--- config.mk ---
export PLATFORM = sky130hd
export DESIGN_NAME = fp_div_writeback_flat
export DESIGN_NICKNAME = d
export VERILOG_FILES = /design/src/rtl/fp_div_writeback_if.sv /design/src/rtl/fp_div_writeback.sv /design/src/flat_wrapper.sv
export SDC_FILE = /design/constraint.sdc
export NUM_CORES = 1
export LEC_CHECK = 0
export BUFFER_PORTS_ARGS = -buffer_cell sky130_fd_sc_hd__buf_2
export CAP_MARGIN = 20
export CORE_MARGIN = 4
export CORE_UTILIZATION = 30
export DETAILED_ROUTE_END_ITERATION = 10
export PLACE_DENSITY_LB_ADDON = 0.25
export RECOVER_POWER = 25
export SLEW_MARGIN = 10
export SYNTH_ARGS = -nofsm -noshare
export SYNTH_HDL_FRONTEND = slang
export SYNTH_SLANG_ARGS = --single-unit
--- constraint.sdc ---
create_clock -name clk -period 4.1 [get_ports clk]
set_input_delay 0.205 -clock clk [delete_from_list [all_inputs] [get_ports clk]]
set_output_delay 0.205 -clock clk [all_outputs]
set_load 0.01 [all_outputs]
--- src/rtl/fp_div_writeback_if.sv ---
// Handshake bundle between the FP divider, the writeback stage and the FP register-file write port.
// The slave modport is the writeback stage's view; the master modport is the surrounding datapath.
interface fp_div_writeback_if #(
    parameter int unsigned DEST_W = 5
);
    logic              in_valid;
    logic              in_ready;
    logic [31:0]       in_result;
    logic [DEST_W-1:0] in_dest;
    logic              in_dbz;
    logic              in_ovf;
    logic              in_unf;
    logic              out_valid;
    logic              out_ready;
    logic [31:0]       out_result;
    logic [DEST_W-1:0] out_dest;

    modport slave (
        input  in_valid, in_result, in_dest, in_dbz, in_ovf, in_unf, out_ready,
        output in_ready, out_valid, out_result, out_dest
    );

    modport master (
        output in_valid, in_result, in_dest, in_dbz, in_ovf, in_unf, out_ready,
        input  in_ready, out_valid, out_result, out_dest
    );
endinterface

--- src/rtl/fp_div_writeback.sv ---
// FP divider writeback stage: 2-entry result buffer, valid/ready toward the register file,
// sticky {inv, dbz, ovf, unf} flags. Optional exception trapping under `FP_DIV_TRAP_EN.
module fp_div_writeback #(
    parameter int unsigned DEST_W   = 5,
    parameter logic [31:0] QNAN_OUT = 32'h7FC00000
) (
    input  logic                     clk,
    input  logic                     rst_b,
    fp_div_writeback_if.slave        bus,
    input  logic                     flags_clr,
    output logic [3:0]               flags
`ifdef FP_DIV_TRAP_EN
    ,
    input  logic [3:0]               trap_mask,
    output logic                     trap_req,
    output logic [3:0]               trap_cause,
    input  logic                     trap_ack
`endif
);

    typedef enum logic [1:0] {StEmpty, StOne, StFull} occ_e;

    occ_e              state_q, state_d;
    logic              wr_ptr_q, wr_ptr_d;
    logic              rd_ptr_q, rd_ptr_d;
    logic [31:0]       res_q  [2];
    logic [DEST_W-1:0] dest_q [2];
    logic [3:0]        flags_q, flags_d;
    logic [3:0]        exc;
    logic              push, pop;
    logic              trap_active;

    assign exc  = {bus.in_result == QNAN_OUT, bus.in_dbz, bus.in_ovf, bus.in_unf};
    assign push = bus.in_valid && bus.in_ready;
    assign pop  = bus.out_valid && bus.out_ready;

    // in_ready is a function of registered state only; no path from any input.
    assign bus.in_ready   = (state_q != StFull) && !trap_active;
    assign bus.out_valid  = (state_q != StEmpty);
    assign bus.out_result = bus.out_valid ? res_q[rd_ptr_q] : '0;
    assign bus.out_dest   = bus.out_valid ? dest_q[rd_ptr_q] : '0;
    assign flags          = flags_q;

    always_comb begin
        state_d  = state_q;
        wr_ptr_d = wr_ptr_q ^ push;
        rd_ptr_d = rd_ptr_q ^ pop;
        unique case (state_q)
            StEmpty: if (push) state_d = StOne;
            StOne: begin
                if (push && !pop) state_d = StFull;
                else if (!push && pop) state_d = StEmpty;
            end
            StFull:  if (pop) state_d = StOne;
            default: state_d = StEmpty;
        endcase
    end

    // A clear and a same-cycle push: the pushed flags win.
    always_comb begin
        flags_d = flags_clr ? 4'b0000 : flags_q;
        if (push) flags_d = flags_d | exc;
    end

    always_ff @(posedge clk or negedge rst_b) begin
        if (!rst_b) begin
            state_q   <= StEmpty;
            wr_ptr_q  <= 1'b0;
            rd_ptr_q  <= 1'b0;
            flags_q   <= 4'b0000;
            res_q[0]  <= '0;
            res_q[1]  <= '0;
            dest_q[0] <= '0;
            dest_q[1] <= '0;
        end else begin
            state_q  <= state_d;
            wr_ptr_q <= wr_ptr_d;
            rd_ptr_q <= rd_ptr_d;
            flags_q  <= flags_d;
            if (push) begin
                res_q[wr_ptr_q]  <= bus.in_result;
                dest_q[wr_ptr_q] <= bus.in_dest;
            end
        end
    end

`ifdef FP_DIV_TRAP_EN
    logic       trap_q, trap_d;
    logic [3:0] cause_q, cause_d;

    // The buffer keeps draining while trapped; only new pushes are held off.
    always_comb begin
        trap_d  = trap_q;
        cause_d = cause_q;
        if (trap_q && trap_ack) begin
            trap_d  = 1'b0;
            cause_d = 4'b0000;
        end else if (push && |(exc & trap_mask)) begin
            trap_d  = 1'b1;
            cause_d = exc;
        end
    end

    always_ff @(posedge clk or negedge rst_b) begin
        if (!rst_b) begin
            trap_q  <= 1'b0;
            cause_q <= 4'b0000;
        end else begin
            trap_q  <= trap_d;
            cause_q <= cause_d;
        end
    end

    assign trap_active = trap_q;
    assign trap_req    = trap_q;
    assign trap_cause  = cause_q;
`else
    assign trap_active = 1'b0;
`endif

endmodule

--- src/flat_wrapper.sv ---
// flat-port wrapper written by rule: the top's interface ports become plain ports
module fp_div_writeback_flat 
#(
    parameter int unsigned DEST_W   = 5,
    parameter logic [31:0] QNAN_OUT = 32'h7FC00000
)
  (clk, rst_b, flags_clr, flags, bus_in_valid, bus_in_result, bus_in_dest, bus_in_dbz, bus_in_ovf, bus_in_unf, bus_out_ready, bus_in_ready, bus_out_valid, bus_out_result, bus_out_dest);
  fp_div_writeback_if #(.DEST_W(DEST_W)) bus_i ();
  input  logic clk;
  input  logic rst_b;
  input  logic flags_clr;
  output logic [3:0] flags;
  input wire logic [$bits(bus_i.in_valid)-1:0] bus_in_valid;
  input wire logic [$bits(bus_i.in_result)-1:0] bus_in_result;
  input wire logic [$bits(bus_i.in_dest)-1:0] bus_in_dest;
  input wire logic [$bits(bus_i.in_dbz)-1:0] bus_in_dbz;
  input wire logic [$bits(bus_i.in_ovf)-1:0] bus_in_ovf;
  input wire logic [$bits(bus_i.in_unf)-1:0] bus_in_unf;
  input wire logic [$bits(bus_i.out_ready)-1:0] bus_out_ready;
  output wire logic [$bits(bus_i.in_ready)-1:0] bus_in_ready;
  output wire logic [$bits(bus_i.out_valid)-1:0] bus_out_valid;
  output wire logic [$bits(bus_i.out_result)-1:0] bus_out_result;
  output wire logic [$bits(bus_i.out_dest)-1:0] bus_out_dest;
  assign bus_i.in_valid = bus_in_valid;
  assign bus_i.in_result = bus_in_result;
  assign bus_i.in_dest = bus_in_dest;
  assign bus_i.in_dbz = bus_in_dbz;
  assign bus_i.in_ovf = bus_in_ovf;
  assign bus_i.in_unf = bus_in_unf;
  assign bus_i.out_ready = bus_out_ready;
  assign bus_in_ready = bus_i.in_ready;
  assign bus_out_valid = bus_i.out_valid;
  assign bus_out_result = bus_i.out_result;
  assign bus_out_dest = bus_i.out_dest;
  fp_div_writeback #(.DEST_W(DEST_W), .QNAN_OUT(QNAN_OUT)) u_core (.clk(clk), .rst_b(rst_b), .bus(bus_i), .flags_clr(flags_clr), .flags(flags));
endmodule
Word level (Yosys, flattened, before mapping)
Index checks and enable logic that the tools add are counted.
- register bits after elaboration: 82
- latch bits: 0
- memory bits (writable): 0
- memory bits (read-only): 0
- bits of input ports: 45
- output and inout port bits: 43
- logic and storage cells: 54
- memories: 0
- add/subtract/negate cells: 0
- $mul: 0
- div/mod/pow operators: 0
- magnitude comparators: 3
- equal/unequal tests: 7
- shifts and indexed selects: 0
- multiplexer cells: 21
- bitwise gates (word level): 5
- reduce and logical (&&, ||, !) cells: 10
- operator list (operator ; number):
    2-to-1 mux 32 bit ; 5
    bitwise mux 64 bit ; 1
    demux 32 bit (select 1 bit) ; 1
    == test 32 x 31 -> 1 bit (second input constant) ; 1
    2-to-1 mux 5 bit ; 5
    bitwise mux 10 bit ; 1
    2-to-1 mux 2 bit ; 4
    2-to-1 mux 4 bit ; 2
    case mux 2 bit (3 select lines) ; 1
    demux 5 bit (select 1 bit) ; 1
    logical AND 1 bit ; 5
    >= comparator 2 bit (second input constant) ; 2
    != test 2 x 1 -> 1 bit (second input constant) ; 2
    inverter 1 -> 2 bit ; 2
    bitwise OR 4 bit ; 1
    != test 3 x 1 -> 1 bit (second input constant) ; 1
    AND reduction 3 bit ; 1
    == test 2 x 1 -> 1 bit (second input constant) ; 1
    == test 2 bit (second input constant) ; 1
    logical NOT 1 bit ; 2
    logical NOT 2 bit ; 1
    < comparator 2 x 1 -> 1 bit (second input constant) ; 1
    != test 2 bit (second input constant) ; 1
    nonzero test 2 bit ; 1
    bitwise XOR 1 bit ; 2

Logic depth before layout (Yosys ltp)
- word-level depth: 7
- mapped depth: 7
- depth with buffers taken out: 6

Least setup slack after synthesis
OpenSTA, ideal clock, no wires.
- path kind: reg2reg
- from: register u_core.state_q[0]
- to: register u_core.dest_q[0] in the netlist's numbering
- arrival time: 1.845 ns
- required time: 3.975 ns
- path slack: 2.130 ns
- cell stages (with the launch flop): 8
- buffers on the path: 3
- cell sequence: dfrtp_1 > nand2b_1 > and2_0 > clkbuf_1 > ha_1 > buf_2 > buf_2 > mux2_2
- word-level cells in the longest chain between the ends: 2
- ends and longest elaborated chain (element ; line ; text):
    from (decl) ; fp_div_writeback.sv:23 ; occ_e state_q, state_d;
    from (signal assigned) ; fp_div_writeback.sv:67 ; state_q <= StEmpty;
    from (signal assigned) ; fp_div_writeback.sv:76 ; state_q <= state_d;
    != test 2 bit ; fp_div_writeback.sv:38 ; assign bus.in_ready = (state_q != StFull) && !trap_active;
    net bus_in_ready ; flat_wrapper.sv:20 ; output wire logic [$bits(bus_i.in_ready)-1:0] bus_in_ready;
    logical AND 1 bit ; fp_div_writeback.sv:34 ; assign push = bus.in_valid && bus.in_ready;
    to (signal, indexed assignment) ; fp_div_writeback.sv:82 ; dest_q[wr_ptr_q] <= bus.in_dest;
    to (decl) ; fp_div_writeback.sv:27 ; logic [DEST_W-1:0] dest_q [2];
The timed path passes the listed nets, and every way through them passes these cells.
A chain may end at the register's enable or synchronous reset.

Worst setup path after layout
- from: register u_core.state_q[0]
- to: register u_core.res_q[49] in the netlist's numbering
- word-level cells in the longest chain between the ends: 2
- ends and longest elaborated chain (element ; line ; text):
    != test 2 bit ; fp_div_writeback.sv:38 ;
    logical AND 1 bit ; fp_div_writeback.sv:34 ;
    to (signal, indexed assignment) ; fp_div_writeback.sv:81 ; res_q[wr_ptr_q] <= bus.in_result;
    to (decl) ; fp_div_writeback.sv:26 ; logic [31:0] res_q [2];
No other way between the ends.

==> results.yml <==
floorplanning:
  rows: 40
  dieArea_um2: 14290
  boundaryPins: 88
  die_y_um: 119.5
  die_w_um: 119.5
  core_um2: 12110
  initial_core_util_pct: 30.81
worst_setup_path:
  reg2reg_setup_slack_ns: 1.57
  reg2reg_depth: 4
  cp_max_fo: 37
  start_kind: "flip-flop"
  arrival_ns: 2.73
  end_kind: "flip-flop"
  timing.rr.start: "u_core.state_q[0]$_DFFE_PN0P_"
  worstReg2RegEnd: "u_core.res_q[49]$_DFFE_PN0P_"
  critPathCapture: "u_core.res_q[49]$_DFFE_PN0P_"
  path_class: "flip-flop to flip-flop"
  critPathRequiredTime_ns: 4.31
  crit_start: "u_core.state_q[0]$_DFFE_PN0P_"
placed_design:
  routabilityCongestion: 0.6991
  numPortBuffers: 87
  dp.final_hpwl_um: 5808
pwr:
  p_switching_uw: 1334
  ir_worst_vdd_mv: 0.3282
  p_seq_share_pct: 38.5
  netSwitchingFraction_pct: 34.46
  power_frac_clock_pct: 20.3
  p_leak_uw: 0.002166
  power_uw: 3872
  p_per_area_nw_per_um2: 833.0
  p_int_uw: 2538
  pwr-share-comb_pct: 41.2
synth:
  yosys_warnings: 0
  yosysTopAreaCell: "dfrtp_1"
  synth_edf_count: 0
  synth_top_cell_area_share_pct: 55.00
  yosysSeqAreaShare_pct: 55.00
  ys_dominant_reg_cell: "dfrtp_1"
  async_reset_ff_share_pct: 100.0
  synth.distinct_cells: 26
  synth_top_cells_by_area: "dfrtp_1, mux2_2, mux2i_1, nor2_1, buf_2"
  synth_cells: 285
  synth_common_cells: "dfrtp_1, mux2_2, mux2i_1, nor2_1, buf_2"
  synth.most_common_cell: "dfrtp_1"
  syn_nets: 333
  ys_seq_elements: 82
  syn-cell-area_um2: 3731
  avgSynthCellArea_um2: 13.09
clocking:
  tritoncts: "yes"
  clkLatencyLatePin_ns: 0.33
  cts_buffers: 9
  post_cts_buffers: 0
  cts_root_buf: "clkbuf_16"
  cts_resized: 0
  clk_pin_slew_worst_paths_ns: 0.06
  clock-sinks: 82
  h-tree-depth: 3
  cts.hold.buffers_added: 0
  cts_max_path_buffers: 2
final_layout:
  antenna-diode-count: 0
  ff_latch_area_um2: 2053
  syn_to_final_growth_pct: 24.58
  multi_input_area_um2: 1583
  fin_nets: 418
  drive_gt1_share_pct: 48.00
  fillers: 1199
detailed_routing:
  drt_iter0_drc: 104
  drt_wl_total_um: 8734
  vias: 2471
  wl_per_cell_um: 16.08
  first_pass_iters: 4
  drc: 0
  detail-route-antenna-nets: 0
  via_per_inst: 4.551
sta:
  grt_setup_unrepaired: "no"
  tightest_slew_ns: 2.118
  finalSetupTns_ns: 0
  final_hold_viol_count: 0
  finalCriticalPeriod_ns: 2.525
  fin_crit_sh_pct: 61.59
  slew_headroom_pct: -41.22
  max_freq_mhz: 396.0
  drv_slew: 37
  setup_violations: 0
  clock_skew_ns: 0.005621
worst_hold_path:
  hp-class: "input pin to flip-flop"
global_routing:
  first_global_vias: 2662
  gr-total-overflow: 0
  grt_max_degree: 83
  antenna_found_initial: 0
  grtUsageTotal_pct: 12.34
  grt_pass1_wl_um: 13770
outcome:
  violations: "capacitance limit, slew limit"
  status: "finished with violations"
run:
  cap_violations: 1
[metal layers]
| layer | global-route usage, % | vias to the layer above | share of wire (%) |
|---|---|---|---|
| met4 | 3.937 | 0 | 1.6 |
| li1 | - | 1164 | - |
| met1 | 15.74 | 1225 | 45 |
| met3 | 3.676 | 14 | 4.8 |
| met2 | 20.16 | 68 | 49 |
| met5 | 0 | - | 0 |
[cell type report]
cell class / instances / area share [%]
inverters: 8 / 0.6460
well taps: 168 / 4.522
clock inverters: 3 / 0.8614
repair buffers: 91 / 10.36
clock buffers: 13 / 5.384
multi-input cells: 178 / 34.05
flip-flops and latches: 82 / 44.17
[layout by cell type (no fill, tap or decap), drive strengths merged]
cell type and count:
mux2i 38, nand3 2, buf 85, nand3b 1
nand2b 1, clkbuf 18, and2 1, or4 2
mux2 74, dlygate4sd3 1, xnor2 1, dfrtp 82
o22ai 3, bufinv 1, clkinv 2, and4b 1
nor4 4, ha 3, nand4bb 1, nand4 1
nor2 38, o21ai 3, inv 8, nand2 4
[flip-flops by register name (all words and copies together), names as in the netlist]
| register | count |
|---|---|
| u_core.state_q | 2 |
| u_core.res_q | 64 |
| u_core.wr_ptr_q | 1 |
| u_core.flags | 4 |
| u_core.dest_q | 10 |
| u_core.rd_ptr_q | 1 |
[worst max-delay path, stage by stage (launching register included)]
cell,delay (ns)
dfrtp_1,0.43
nand2b_1,0.20
and2_0,0.37
ha_2,0.97
mux2_2,0.42
[worst min-delay path by stage]
| stage | from | endpoint | slack, ns | cells after the start |
|---|---|---|---|---|
| detailed placement | bus_in_dbz | u_core.flags[2]$_DFF_PN0_ | 0.43 | 3 |
| floorplan | rst_b | u_core.dest_q[0]$_DFFE_PN0P_ | -0.09 | 0 |
| global placement | bus_in_dbz | u_core.flags[2]$_DFF_PN0_ | 0.42 | 3 |
| global route | bus_in_dbz | u_core.flags[2]$_DFF_PN0_ | 0.09 | 3 |
| CTS | bus_in_dbz | u_core.flags[2]$_DFF_PN0_ | 0.08 | 3 |
| finish | bus_in_dbz | u_core.flags[2]$_DFF_PN0_ | 0.09 | 3 |
[per-stage QoR]
| stage | hold slack [ns] | cell area [um2] | worst slack [ns] | util, % | std cells |
|---|---|---|---|---|---|
| after floorplan | -0.09059 | 3731 | 2.130 | - | 285 |
| after global placement | 0.4241 | 4329 | 1.649 | 35.74 | 525 |
| after detailed placement | 0.4292 | 4329 | 1.565 | 35.74 | 525 |
| after CTS | 0.08096 | 4619 | 1.561 | 38.14 | 541 |
| after global routing | 0.09447 | 4648 | 1.399 | 38.38 | 543 |
| final | 0.09125 | 4648 | 1.575 | 38.38 | 543 |
[cells by family after synthesis]
kind of cell | share of synthesized area [%]
xor gates and xnor gates | 0.2348
DFF | 55.00
muxes | 32.53
and+or+nand+nor | 7.244
buffers and inverters | 2.918
AOI/OAI and AO/OA | 1.073
adders and majority gates | 1.006
[power groups by stage]
stage	Combinational [uW]	Clock, uW	Sequential, uW
detailed placement	1630	0	1510
global route	1770	845	1540
floorplan	1190	0	1370
CTS	1640	809	1500
global placement	1600	0	1490
finish	1600	784	1490
(Power assumes the default switching activity.)
